**config.mk**
```make
export PLATFORM = sky130hd
export DESIGN_NAME = sb_slot_ctrl
export DESIGN_NICKNAME = d
export VERILOG_FILES = /design/src/rtl/sb_slot_ctrl.sv
export SDC_FILE = /design/constraint.sdc
export NUM_CORES = 1
export LEC_CHECK = 0
export BUFFER_PORTS_ARGS = -buffer_cell sky130_fd_sc_hd__buf_4
export CAP_MARGIN = 10
export CELL_PAD_IN_SITES_DETAIL_PLACEMENT = 1
export CELL_PAD_IN_SITES_GLOBAL_PLACEMENT = 1
export CORE_ASPECT_RATIO = 1.75
export CORE_MARGIN = 4
export CORE_UTILIZATION = 35
export DETAILED_ROUTE_END_ITERATION = 16
export PLACE_DENSITY_LB_ADDON = 0.1
export SETUP_SLACK_MARGIN = 0.5
export SLEW_MARGIN = 0
export SYNTH_ARGS = -nofsm -noshare
export SYNTH_HDL_FRONTEND = slang
export SYNTH_SLANG_ARGS = --single-unit
```
**constraint.sdc**
```tcl
create_clock -name clk_i -period 3.2 [get_ports clk_i]
set_input_delay 0 -clock clk_i [delete_from_list [all_inputs] [get_ports clk_i]]
set_output_delay 0 -clock clk_i [all_outputs]
set_load 0.02 [all_outputs]
```
**src/rtl/sb_slot_ctrl.sv**
```systemverilog
// Scoreboard slot scheduler: in-order trans_id allocation, multi-port writeback marking, in-order commit.
// Issue grant is same-cycle (stalled while full or flushing); writeback reaches commit_valid_o after one cycle.
module sb_slot_ctrl #(
  parameter  int NR_ENTRIES  = 4,
  parameter  int NR_WB_PORTS = 3,
  localparam int ID_BITS     = $clog2(NR_ENTRIES)
) (
  input  logic                           clk_i,
  input  logic                           rst_ni,
  input  logic                           flush_i,
  input  logic                           issue_req_i,
  output logic                           issue_ack_o,
  output logic [ID_BITS-1:0]             issue_id_o,
  input  logic [NR_WB_PORTS-1:0]         wb_valid_i,
  input  logic [NR_WB_PORTS*ID_BITS-1:0] wb_id_i,
  output logic                           commit_valid_o,
  output logic [ID_BITS-1:0]             commit_id_o,
  input  logic                           commit_ack_i,
  output logic                           full_o,
  output logic                           empty_o,
  output logic [ID_BITS:0]               count_o,
  output logic                           wb_err_o
);

  typedef enum logic [1:0] {SLOT_FREE, SLOT_ISSUED, SLOT_DONE} slot_state_e;

  slot_state_e           slot_q [NR_ENTRIES];
  logic [ID_BITS-1:0]    head_q;
  logic [ID_BITS-1:0]    tail_q;
  logic [ID_BITS:0]      count_q;
  logic                  wb_err_q;

  logic [ID_BITS-1:0]    wb_id [NR_WB_PORTS];
  logic [NR_ENTRIES-1:0] wb_done_mask;
  logic                  wb_err_d;
  logic                  commit_fire;

  for (genvar p = 0; p < NR_WB_PORTS; p++) begin : g_wb_id
    assign wb_id[p] = wb_id_i[p*ID_BITS +: ID_BITS];
  end

  // Full/empty come from the occupancy count, since head==tail is ambiguous.
  assign full_o         = (count_q == (ID_BITS+1)'(NR_ENTRIES));
  assign empty_o        = (count_q == '0);
  assign count_o        = count_q;
  assign issue_id_o     = tail_q;
  assign issue_ack_o    = issue_req_i & ~full_o & ~flush_i;
  assign commit_id_o    = head_q;
  assign commit_valid_o = ~empty_o & (slot_q[head_q] == SLOT_DONE);
  assign commit_fire    = commit_valid_o & commit_ack_i & ~flush_i;
  assign wb_err_o       = wb_err_q;

  // Duplicate ids across ports still complete an ISSUED slot once; only the error is raised.
  always_comb begin
    wb_done_mask = '0;
    wb_err_d     = 1'b0;
    for (int p = 0; p < NR_WB_PORTS; p++) begin
      if (wb_valid_i[p]) begin
        if (slot_q[wb_id[p]] == SLOT_ISSUED) begin
          wb_done_mask[wb_id[p]] = 1'b1;
        end else begin
          wb_err_d = 1'b1;
        end
        for (int r = 0; r < p; r++) begin
          if (wb_valid_i[r] && (wb_id[r] == wb_id[p])) begin
            wb_err_d = 1'b1;
          end
        end
      end
    end
  end

  always_ff @(posedge clk_i) begin
    if (!rst_ni || flush_i) begin
      for (int i = 0; i < NR_ENTRIES; i++) begin
        slot_q[i] <= SLOT_FREE;
      end
      head_q   <= '0;
      tail_q   <= '0;
      count_q  <= '0;
      wb_err_q <= 1'b0;
    end else begin
      wb_err_q <= wb_err_d;
      for (int i = 0; i < NR_ENTRIES; i++) begin
        if (wb_done_mask[i]) begin
          slot_q[i] <= SLOT_DONE;
        end
      end
      if (issue_ack_o) begin
        slot_q[tail_q] <= SLOT_ISSUED;
        tail_q         <= tail_q + ID_BITS'(1);
      end
      if (commit_fire) begin
        slot_q[head_q] <= SLOT_FREE;
        head_q         <= head_q + ID_BITS'(1);
      end
      count_q <= count_q + (ID_BITS+1)'(issue_ack_o) - (ID_BITS+1)'(commit_fire);
    end
  end

endmodule

```
==> metrics <==
Antenna diodes=0; total power=about 0.0005 W; P_leak=~0.66 nW; WHS=between 0.06 and 0.07 ns; antenna viol nets, final=0; Post-synth EDFFs=0; CP required=roughly 3.3 ns; drt pass-1 iters=3; P per Cell Area=just over 300 nW/µm²; worst hold path class=input pin to flop; status=finished clean; CTS clk-pin slew, worst paths=roughly 0.070 ns; Sink Count=18; ys flop type=dfxtp_1; Area Overhead vs Synth=21.40%; Fillers=between 400 and 500; #FFs+latches synth=18; Total Routing Usage GR=0.1804; Mapped Area=around 1300 µm²; path depth of the worst reg2reg path=10; skew final=roughly 0.005 ns; initial DRC count=25; Max Freq=0.3984 GHz; fin. max-slew vios=0; Nets=207; clock root cell=clkbuf_8; via count=around 1200; H-Tree Depth=1; sequential area share after synthesis=0.2679; hold depth=3; Flop pwr share=0.462; mean area per synthesized cell=around 8.6 µm²; worst rel slew slack=0.6935; crit path kind=flop to flop; WL/cell=~18 µm; endpoints failing setup=0; vias per inst=between 5 and 6; most frequent cells in the layout=buf_4 (26), dfxtp_1 (16), nand3_1 (14); port bufs=25; Ys Warns=0; Row Count=29; asr flop ratio synth=0; Placed Cells=approximately 220; crit path DAT=2.64 ns; Detailed Route WL=3984 µm; # IOs=26; CTS max path bufs=2; Synth area leaders=dfxtp_1 (27%), ha_1 (9.3%), nand3_1 (5.2%), nor3b_1 (5.0%), o21ai_0 (3.3%); global route overflow=0; share of cells above drive strength 1=0.2044; area leader, netlist=dfxtp_1; RSZ-0062 raised after global routing=false; fin area=between 1500 and 2000 µm²; worst vdd ir=0.2264 mV; Pint=0.0003737 W; syn nets=about 180; worst-path fanout max=9; Startpoint Class=flop; wire length of the first global-routing pass=between 6000 and 7000 µm; Die X=approximately 55 µm; # DRC=0; Synth cell types=37; antenna violations before repair=0; Worst setup EP type=flop; Sw Pwr=between 0.0001 and 0.00015 W; Clock Latency Late Sink=between 0.2 and 0.3 ns; commonest non-fill, non-tap cell in the layout=buf_4; Synth top area share=0.2679; Final TNS setup=0 ns; largest net degree at the start of global routing=12; Starting Density=0.3670; Die Ht=approximately 90 µm; CTS tree=built; final std cells w/o fill=between 200 and 250; Post-Synthesis Cells=roughly 160; clock power share=0.371; worst-margin pin slew=~0.45 ns; Comb power frac=0.167; CTS Buf Count=3; gp weighted congestion=0.9246; Final period util=0.7843; final hold vios=0; DP HPWL=roughly 3200 µm; vias in the first global route=1358; Sw Share=0.2518; die footprint=4938 µm²; core area=approximately 3700 µm²; crit path time final=between 2 and 3 ns; max cap viols=0; placed instance area=around 1600 µm²
## kinds of logic (layout without fill, tap and decap cells)
group                    Yosys count  in the layout  share of synthesized area
adder cells (fa/ha/maj)           11             11                     0.1079
flip-flops                        18             18                     0.2679
AO/OA/AOI/OAI                     30             30                     0.1451
XOR/XNOR                           8              8                    0.05210
buffers and inverters             17             41                    0.05210
AND/OR/NAND/NOR                   71             71                     0.3414
multiplexers                       2              2                    0.03349
## stage by stage
| stage | util | worst slack (ns) |
|---|---|---|
| global placement | 0.4251 | 0.7098 |
| detailed placement | 0.4251 | 0.6472 |
| CTS | 0.4428 | 0.6241 |
| finish | 0.4455 | 0.6902 |
| floorplan | - | 0.6988 |
| global route | 0.4455 | 0.5196 |
## critical path, stage by stage, from the launching register on
cell	delay, ns
dfxtp_1	0.36
nand2b_1	0.17
mux4_2	0.54
nor2_8	0.20
ha_1	0.14
inv_1	0.04
ha_1	0.19
fa_1	0.38
xnor2_1	0.18
xnor2_1	0.14
nor2_1	0.05
## cell type report
cell class	instances	area, µm²	share of cell area
multi-input combinational	122	914.6	0.5602
sequential	18	362.8	0.2222
timing repair buffer	27	205.2	0.1257
tap	46	57.56	0.03525
clock buffer	4	55.05	0.03372
inverter	10	37.54	0.02299
## final timing paths
path,from,end,slack [ns]
worst max-delay path,slot_q[2][0],count_o[2],0.69
worst min-delay path,issue_req_i,issue_id_o[1],0.06
worst max register to register,slot_q[2][0],count_o[2],0.69
worst min register to register,issue_id_o[1],issue_id_o[1],0.52
## metal layers
metal / vias to the layer above / part of all wire / routed length (µm) / global-route usage
li1: 622 / - / - / -
met1: 594 / 0.36 / 1435 / 0.1675
met2: 21 / 0.58 / 2324 / 0.3508
met3: 9 / 0.025 / 99 / 0.02815
met4: 0 / 0.031 / 125 / 0.06861
met5: - / 0 / 0 / 0
## cell usage after synthesis (2+ instances only)
master and n:
and3b_1 4, buf_2 5, nor3_1 3, nor4bb_1 2
inv_1 10, clkbuf_1 2, xor2_1 3, xnor2_1 5
nor4b_1 2, nand2_1 6, a311oi_1 3, nor2_1 5
nand2b_1 5, mux4_2 2, nor2b_1 5, and2_1 2
nand3b_1 6, and3_1 4, nor3b_1 9, dfxtp_1 18
a221oi_1 4, a21oi_1 7, ha_1 10, o21ai_0 9
nand3_1 14
## timing repair
item,4_1_cts,5_1_grt
gates resized for setup,0,2
hold endpoints to repair,3,0
setup endpoints to repair,0,1
hold buffers,1,0
setup buffers,0,1
## power by group through the flow
stage / Combinational, W / Clock (W) / Sequential, W
2_1_floorplan: 0.0000464 / 0 / 0.000238
3_3_place_gp: 0.0000826 / 0 / 0.000236
3_5_place_dp: 0.0000825 / 0 / 0.000236
4_1_cts: 0.0000838 / 0.000192 / 0.000231
5_1_grt: 0.0000931 / 0.000198 / 0.000231
6_report: 0.0000833 / 0.000185 / 0.000231
No activity file was read; power rests on OpenSTA's default activity.
